`src/rtl/mmu_pkg.sv`:
```
// Shared types and width helpers for the MMU arbiter slice.
package mmu_pkg;

   typedef enum logic [2:0] {
      IDLE,
      SRAM_ACC,
      SRAM_RSP,
      PMEM_BURST,
      RESP
   } mmu_state_e;

   typedef enum logic {
      GRANT_I,
      GRANT_D
   } grant_e;

   localparam int unsigned DEF_DW        = 32;
   localparam int unsigned DEF_BURST_LEN = 4;

   function automatic int unsigned byte_off_w(input int unsigned dw);
      return $clog2(dw / 8);
   endfunction

   function automatic int unsigned line_off_w(input int unsigned dw, input int unsigned bl);
      return $clog2(bl * dw / 8);
   endfunction

   // Beat counter never collapses to zero bits, even for single-beat lines.
   function automatic int unsigned beat_w(input int unsigned bl);
      return (bl > 1) ? $clog2(bl) : 1;
   endfunction

   localparam int unsigned BYTE_OFF_W = byte_off_w(DEF_DW);
   localparam int unsigned LINE_OFF_W = line_off_w(DEF_DW, DEF_BURST_LEN);

endpackage

```
`src/rtl/mmu_line_buffer.sv`:
```
// Instruction line assembly buffer: one DW slot per burst beat, beat 0 in the LSBs.
module mmu_line_buffer
   import mmu_pkg::*;
#(
   parameter int unsigned DW        = 32,
   parameter int unsigned BURST_LEN = 4
) (
   input  logic                           clk,
   input  logic                           rst,
   input  logic                           wr_en,
   input  logic [beat_w(BURST_LEN)-1:0]   wr_idx,
   input  logic [DW-1:0]                  wr_data,
   output logic [BURST_LEN*DW-1:0]        line
);

   localparam int unsigned IDX_W = beat_w(BURST_LEN);

   logic [BURST_LEN*DW-1:0] line_q;

   always_ff @(posedge clk) begin
      if (rst) begin
         line_q <= '0;
      end else if (wr_en) begin
         for (int i = 0; i < BURST_LEN; i++) begin
            if (wr_idx == IDX_W'(i)) begin
               line_q[i*DW +: DW] <= wr_data;
            end
         end
      end
   end

   assign line = line_q;

endmodule

```
`src/rtl/mmu_arbiter.sv`:
```
// Arbitrates instruction line fills and data word accesses onto an on-chip
// SRAM window and off-chip pmem; pmem fills run as counted bursts.
module mmu_arbiter
   import mmu_pkg::*;
#(
   parameter int unsigned    AW          = 32,
   parameter int unsigned    DW          = 32,
   parameter int unsigned    BURST_LEN   = 4,
   parameter int unsigned    SRAM_AW     = 10,
   parameter logic [AW-1:0]  ONCHIP_BASE = AW'(32'h8000_0000)
) (
   input  logic                     clk,
   input  logic                     rst,
   input  logic                     i_req,
   input  logic [AW-1:0]            i_addr,
   output logic                     i_resp,
   output logic [BURST_LEN*DW-1:0]  i_line,
   input  logic                     d_req,
   input  logic                     d_we,
   input  logic [AW-1:0]            d_addr,
   input  logic [DW-1:0]            d_wdata,
   output logic [DW-1:0]            d_rdata,
   output logic                     d_resp,
   output logic                     pmem_read,
   output logic                     pmem_write,
   output logic [AW-1:0]            pmem_addr,
   output logic [DW-1:0]            pmem_wdata,
   input  logic [DW-1:0]            pmem_rdata,
   input  logic                     pmem_resp,
   output logic                     sram_en,
   output logic                     sram_we,
   output logic [SRAM_AW-1:0]       sram_addr,
   output logic [DW-1:0]            sram_wdata,
   input  logic [DW-1:0]            sram_rdata,
   output logic                     busy
);

   localparam int unsigned   BYTE_OFF    = byte_off_w(DW);
   localparam int unsigned   LINE_OFF    = line_off_w(DW, BURST_LEN);
   localparam int unsigned   BEAT_W      = beat_w(BURST_LEN);
   localparam int unsigned   WIN_LSB     = SRAM_AW + BYTE_OFF;
   localparam logic [BEAT_W-1:0] LAST_I_BEAT = BEAT_W'(BURST_LEN - 1);

   mmu_state_e          state_q, state_d;
   grant_e              grant_q, grant_d;
   grant_e              last_grant_q, last_grant_d;
   logic [BEAT_W-1:0]   beat_q, beat_d;
   logic [AW-1:0]       addr_q, addr_d;
   logic                we_q, we_d;
   logic [DW-1:0]       wdata_q, wdata_d;
   logic [DW-1:0]       rdata_q, rdata_d;
   logic                line_we;
   logic [BEAT_W-1:0]   last_beat;
   logic [AW-1:0]       d_win_off;
   logic                d_in_win;
   logic [AW-1:0]       win_off_d;

   // Next-cycle values of the registered outputs.
   logic                i_resp_d, d_resp_d, busy_d;
   logic                pmem_read_d, pmem_write_d;
   logic [AW-1:0]       pmem_addr_d;
   logic [DW-1:0]       pmem_wdata_d;
   logic                sram_en_d, sram_we_d;
   logic [SRAM_AW-1:0]  sram_addr_d;
   logic [DW-1:0]       sram_wdata_d;

   // Window is aligned, so membership is "offset from base has no bits above the window".
   assign d_win_off = d_addr - ONCHIP_BASE;
   assign d_in_win  = ((d_win_off >> WIN_LSB) == '0);
   assign last_beat = (grant_q == GRANT_I) ? LAST_I_BEAT : '0;

   always_comb begin
      state_d      = state_q;
      grant_d      = grant_q;
      last_grant_d = last_grant_q;
      beat_d       = beat_q;
      addr_d       = addr_q;
      we_d         = we_q;
      wdata_d      = wdata_q;
      rdata_d      = rdata_q;
      line_we      = 1'b0;

      unique case (state_q)
         IDLE: begin
            if (i_req || d_req) begin
               if (i_req && d_req) begin
                  grant_d = (last_grant_q == GRANT_I) ? GRANT_D : GRANT_I;
               end else begin
                  grant_d = d_req ? GRANT_D : GRANT_I;
               end
               beat_d = '0;
               if (grant_d == GRANT_I) begin
                  addr_d  = (i_addr >> LINE_OFF) << LINE_OFF;
                  we_d    = 1'b0;
                  wdata_d = '0;
                  state_d = PMEM_BURST;
               end else begin
                  addr_d  = (d_addr >> BYTE_OFF) << BYTE_OFF;
                  we_d    = d_we;
                  wdata_d = d_wdata;
                  state_d = d_in_win ? SRAM_ACC : PMEM_BURST;
               end
            end
         end
         SRAM_ACC: begin
            state_d = SRAM_RSP;
         end
         SRAM_RSP: begin
            if (!we_q) begin
               rdata_d = sram_rdata;
            end
            last_grant_d = GRANT_D;
            state_d      = IDLE;
         end
         PMEM_BURST: begin
            if (pmem_resp) begin
               if (grant_q == GRANT_I) begin
                  line_we = 1'b1;
               end else if (!we_q) begin
                  rdata_d = pmem_rdata;
               end
               if (beat_q == last_beat) begin
                  beat_d  = '0;
                  state_d = RESP;
               end else begin
                  beat_d = beat_q + BEAT_W'(1);
               end
            end
         end
         RESP: begin
            last_grant_d = grant_q;
            state_d      = IDLE;
         end
         default: begin
            state_d = IDLE;
         end
      endcase

      // Registered outputs are derived from the state being entered.
      win_off_d    = addr_d - ONCHIP_BASE;
      sram_en_d    = (state_d == SRAM_ACC);
      sram_we_d    = sram_en_d && we_d;
      sram_addr_d  = sram_en_d ? SRAM_AW'(win_off_d >> BYTE_OFF) : '0;
      sram_wdata_d = sram_we_d ? wdata_d : '0;
      pmem_read_d  = (state_d == PMEM_BURST) && !we_d;
      pmem_write_d = (state_d == PMEM_BURST) && we_d;
      pmem_addr_d  = (state_d == PMEM_BURST) ? addr_d + (AW'(beat_d) << BYTE_OFF) : '0;
      pmem_wdata_d = pmem_write_d ? wdata_d : '0;
      i_resp_d     = (state_d == RESP) && (grant_d == GRANT_I);
      d_resp_d     = (state_d == SRAM_RSP) || ((state_d == RESP) && (grant_d == GRANT_D));
      busy_d       = (state_d != IDLE);
   end

   always_ff @(posedge clk) begin
      if (rst) begin
         state_q      <= IDLE;
         grant_q      <= GRANT_I;
         last_grant_q <= GRANT_I;
         beat_q       <= '0;
         addr_q       <= '0;
         we_q         <= 1'b0;
         wdata_q      <= '0;
         rdata_q      <= '0;
      end else begin
         state_q      <= state_d;
         grant_q      <= grant_d;
         last_grant_q <= last_grant_d;
         beat_q       <= beat_d;
         addr_q       <= addr_d;
         we_q         <= we_d;
         wdata_q      <= wdata_d;
         rdata_q      <= rdata_d;
      end
   end

   always_ff @(posedge clk) begin
      if (rst) begin
         i_resp     <= 1'b0;
         d_resp     <= 1'b0;
         busy       <= 1'b0;
         pmem_read  <= 1'b0;
         pmem_write <= 1'b0;
         pmem_addr  <= '0;
         pmem_wdata <= '0;
         sram_en    <= 1'b0;
         sram_we    <= 1'b0;
         sram_addr  <= '0;
         sram_wdata <= '0;
      end else begin
         i_resp     <= i_resp_d;
         d_resp     <= d_resp_d;
         busy       <= busy_d;
         pmem_read  <= pmem_read_d;
         pmem_write <= pmem_write_d;
         pmem_addr  <= pmem_addr_d;
         pmem_wdata <= pmem_wdata_d;
         sram_en    <= sram_en_d;
         sram_we    <= sram_we_d;
         sram_addr  <= sram_addr_d;
         sram_wdata <= sram_wdata_d;
      end
   end

   // SRAM load data arrives in the response cycle itself, so it bypasses the hold register.
   assign d_rdata = ((state_q == SRAM_RSP) && !we_q) ? sram_rdata : rdata_q;

   mmu_line_buffer #(
      .DW        (DW),
      .BURST_LEN (BURST_LEN)
   ) u_line_buffer (
      .clk     (clk),
      .rst     (rst),
      .wr_en   (line_we),
      .wr_idx  (beat_q),
      .wr_data (pmem_rdata),
      .line    (i_line)
   );

endmodule

```
`config.mk`:
```
export PLATFORM = sky130hd
export DESIGN_NAME = mmu_arbiter
export DESIGN_NICKNAME = d
export VERILOG_FILES = /design/src/rtl/mmu_pkg.sv /design/src/rtl/mmu_line_buffer.sv /design/src/rtl/mmu_arbiter.sv
export SDC_FILE = /design/constraint.sdc
export NUM_CORES = 1
export LEC_CHECK = 0
export ABC_AREA = 1
export ABC_CLOCK_PERIOD_IN_PS = 7400
export CAP_MARGIN = 15
export CORE_MARGIN = 2
export CORE_UTILIZATION = 45
export DETAILED_ROUTE_END_ITERATION = 12
export GPL_TIMING_DRIVEN = 0
export PLACE_DENSITY = 0.82
export SLEW_MARGIN = 10
export SYNTH_ARGS = -nofsm -noshare
export SYNTH_HDL_FRONTEND = slang
export SYNTH_SLANG_ARGS = --single-unit
```
`constraint.sdc`:
```
create_clock -name clk -period 7.4 [get_ports clk]
set_input_delay 1.48 -clock clk [delete_from_list [all_inputs] [get_ports clk]]
set_output_delay 1.48 -clock clk [all_outputs]
set_load 0.005 [all_outputs]
```
==> results summary, run 1 <==
After detailed routing, the number of vias per cell comes to just over 5. The library cell contributing the largest single delay on the critical path is clkdlybuf4s50_1. The biggest cell delay along the critical path is around 470 ps. In the routed design, unresolved DRC markers number 0.

The number of cells on the worst reg-to-reg path is 16. By area the synthesized netlist is led by dfxtp_1 50%, a21oi_1 7.9%, nand2_1 7.5%, o21ai_0 7.3%, inv_1 7.2%. Data on the critical path is required at its endpoint by 7830 ps. The capture point of the critical path is pmem_addr[20]. The tightest slew margin relative to the limit came out at 0.490. The count of mapped cells out of synthesis came out at roughly 1800. The critical path starts at i_req. The max capacitance violation total is 0.

The count of yosys warnings during synthesis is 0. The number of buffers added for setup after CTS is 0. Once detail routing completed, the nets flagged for antenna violations numbered 0. Walking the worst path, the cells encountered are clkdlybuf4s50_1, nand2_2, nand2_2, buf_4, nor2_2, inv_1, o22ai_1, ha_1, fa_1, inv_1, nor2_1, nand2_1, nor2_1, nand2_1, nor2_1, nor2_1, nor2_1. The total CTS buffers is 37. The synthesized design contains approximately 350 register bits.

Grouping stages by cell kind, the critical path spends the most delay in simple AND/OR/NAND/NOR gates. The worst setup path is launched from a primary input. The core region is about 30000 um2. The share of synthesized area spent on multiplexers came out at 0. The post-route clock skew is 22.7 ps. The sequential power share is 0.428. Port buffering added ~430 buffers. The share of synthesized registers carrying an async set or reset came out at 0.

The compound-gate portion of the synthesized area came out at 0.174. The share of total power dissipated in the clock network is 0.401. The clock-pin slew on the worst setup and hold paths came out at around 60 ps. The net switching power figure is roughly 1.3 mW.

In this run the critical register-to-register path is captured at pmem_addr[20]. The run finished with clean final reports. The clock reaches the later pin of the worst-skew pair after ~530 ps. In this run the power density over the cells is 232 nW/um2. In this run the critical register-to-register path is launched from last_grant_q. The first global-routing pass estimated approximately 74 mm of wire. The combinational cell fraction of total power is 0.172. The fraction of layout instances using a drive strength above 1 is 0.0661.

Summed over all cells, the static leakage comes to about 7.6 nW. From synthesis to final layout, the design area changed by 43.7%. In this run the deepest clock path goes through 3 buffers. The pin count of the biggest net entering global routing came out at 14.

The share of total power consumed by net switching is 0.278. The share of the yosys chip area belonging to registers came out at 0.500. Of the total synthesized cell area, the portion taken by full adders, half adders and majority gates is 0.00689. The global placer's final weighted congestion is a little over 0.9.

For the pin with the worst max-slew slack, the measured transition is 765 ps. The number of distinct library cells after synthesis is 37. The post-route clock period utilization is 0.610.

Excluding fillers, the count of instances in the completed layout stands at 2732. The clock tree from TritonCTS is yes. The number of global-route vias before repair is 13800. The first-pass iteration count of the detailed router is 5. The most prevalent standard cell on the critical path is nor2_1. The xor and xnor area share after synthesis came out at 0.

In this run the worst path has a maximum fanout of 10. The fmax is between 0.2 and 0.25 GHz. The cell sitting at the root of the clock tree is a clkbuf_16. The count of final max-slew check failures is 0. The number of vias in the routed layout is between 10000 and 15000. The path class of the tightest hold or removal check is reg -> reg. The per-instance average area after synthesis came out at around 7.5 um2. The met1 layer usage reported by global route is 0.347. Across the VDD grid, the largest voltage drop is 0.187 mV. The met2 capacity usage during global routing is 0.534. Setup repair after global routing left no endpoint under its margin. In the final timing run, aggregate negative setup slack is 0 ps. The register-to-register setup slack came out at 4000 ps. The number of enable-type register cells in the synthesized netlist is 0. The total routing usage reported by global routing is 0.298. The kind of critical path is in -> reg. From left edge to right edge, the die measures roughly 180 um. CTS saw roughly 350 sinks. The commonest register cell after synthesis is dfxtp_1. The number of levels the H-tree was split into is 2.

The vertical extent of the die is roughly 180 um. The total detailed-routing wirelength is roughly 49 mm. The worst setup path is captured at a flop.

Detailed placement finished with a half-perimeter wire length of approximately 38 mm. The average wire length per cell after detail routing came out at roughly 18 um. The number of DRC violations after detailed-routing iteration 0 is between 1000 and 1500. The remaining global-route overflow came out at 0. The final net count came out at between 2000 and 2500. The row count came out at between 60 and 70. Hold repair after CTS inserted 0 buffers.

The area share of the leading cell type in the synthesized netlist is 0.500. The number of placed instances, taps included, is about 2700. For the finished layout, the period the worst path requires is 4520 ps. The critical path buffer and inverter count is 4. The number of antenna violations at the first check in global routing is 6. Summing internal, switching and leakage power gives ~4.6 mW.

The post-synthesis simple-gate area fraction came out at 0.209. The number of hold violations in the final report is 0. After synthesis, the most frequently instantiated cells are 345 x dfxtp_1, 277 x nand2_1, 266 x inv_1. The met3 capacity usage during global routing came out at 0.0566. The path length in cells of the critical path came out at 17. After clock tree synthesis, the repair step resized 0 gates. By instance count, the leading cell after synthesis is dfxtp_1. In this run the most used layer during global routing was met2.

After synthesis, the largest family of logic cells by area is simple AND/OR/NAND/NOR gates. The starting density of the core came out at 0.454. The arrival time reported for the critical path endpoint came out at 4940 ps.

Pin placement for this block handled between 400 and 500 I/O pins. The internal power component is 3.33 mW. The biggest area contributor in the post-synthesis netlist is dfxtp_1. The cell area after synthesis came out at about 14000 um2. The post-synth net total came out at between 2000 and 2500. Setup violations remaining at the end of the flow were counted as 0. The area of the die is 32100 um2.
## power groups by stage
stage	Combinational [mW]	Clock (mW)	Sequential (mW)
global route	0.866	1.94	1.98
finish	0.790	1.85	1.97
global placement	0.767	0	2.01
floorplan	0.414	0	2.01
CTS	0.784	1.86	1.97
detailed placement	0.777	0	2.01
## worst min path at each step
stage,start,end,slack [ps],cells after the start
CTS,u_line_buffer.line[114],u_line_buffer.line[114],440,2
floorplan,u_line_buffer.line[0],u_line_buffer.line[0],440,2
finish,u_line_buffer.line[112],u_line_buffer.line[112],440,2
detailed placement,u_line_buffer.line[119],u_line_buffer.line[119],440,2
global route,u_line_buffer.line[112],u_line_buffer.line[112],460,2
global placement,u_line_buffer.line[110],u_line_buffer.line[110],430,2
## cell usage in the layout (no fill, tap or decap), drive strengths merged
master,count
buf,27
nor2,207
and2,2
o21a,1
bufinv,2
or2,2
nand4,7
clkbuf,128
o22ai,2
a21oi,220
nand3,73
clkinvlp,2
clkdlybuf4s50,431
nor4,2
a22oi,32
clkinv,10
ha,6
o21ai,201
a221oi,1
o31ai,1
nand2,316
nor3,18
a31oi,2
fa,1
dfxtp,345
diode,6
inv,274
a311oi,1
nand3b,16
## area by class of cell
| class | instances | area (um2) |
|---|---|---|
| antenna | 6 | 15.0 |
| buffer | 103 | 473 |
| clock buffer | 52 | 1050 |
| clock inverter | 13 | 154 |
| fill | 2631 | 10600 |
| inverter | 275 | 1030 |
| multi-input combinational | 1111 | 5390 |
| sequential | 345 | 6910 |
| tap | 396 | 495 |
| timing repair buffer | 431 | 4310 |
## cells by family (layout without fill, tap and decap cells)
kind of cell,after synthesis,in the layout
AO/OA/AOI/OAI,461,461
adder cells (fa/ha/maj),7,7
buffers and inverters,378,874
flip-flops,345,345
other,0,6
AND/OR/NAND/NOR,643,643
## metal layers
layer	up-vias	wire length (um)
met2	618	24600
li1	6785	-
met1	6562	19000
met4	0	2000
met5	-	0
met3	116	3700
## flip-flops by register name (all words and copies together), names as in the netlist, 2 cells and up
register,cells
sram_addr,10
pmem_addr,32
wdata_q,32
state_q,3
rdata_q,32
beat_q,2
sram_wdata,32
u_line_buffer.line,128
pmem_wdata,32
addr_q,32
## per-stage QoR
stage	util	cell area [um2]	setup WS, ps	hold WS, ps
global route	0.652	19800	2600	460
global placement	0.612	18600	2500	430
CTS	0.651	19800	2960	444
finish	0.652	19800	2880	444
detailed placement	0.612	18600	2430	436
floorplan	-	13800	3820	440
## tightest hold or removal path, stage by stage, from the launching register on
cell	delay, ps
dfxtp_1	310
inv_1	50
a21oi_1	50
Note: power is estimated with default switching activity, not from simulation.
==> run 2: changes to the inputs <==
ABC_CLOCK_PERIOD_IN_PS = 4250   (was 7400)
clock period = 4.25 ns   (was 7.4 ns; I/O delays follow)
==> results of run 2 <==
Same layout as run 1 (identical final DEF). Status: finished, final reports clean.
Main changes from that run: setup slack after placement 2430 ps -> -87.0 ps; setup slack after layout 2880 ps -> 364 ps; register-to-register setup slack 4000 ps -> 850 ps; total power 4.61 mW -> 8.02 mW; worst IR drop on VDD 0.187 mV -> 0.325 mV
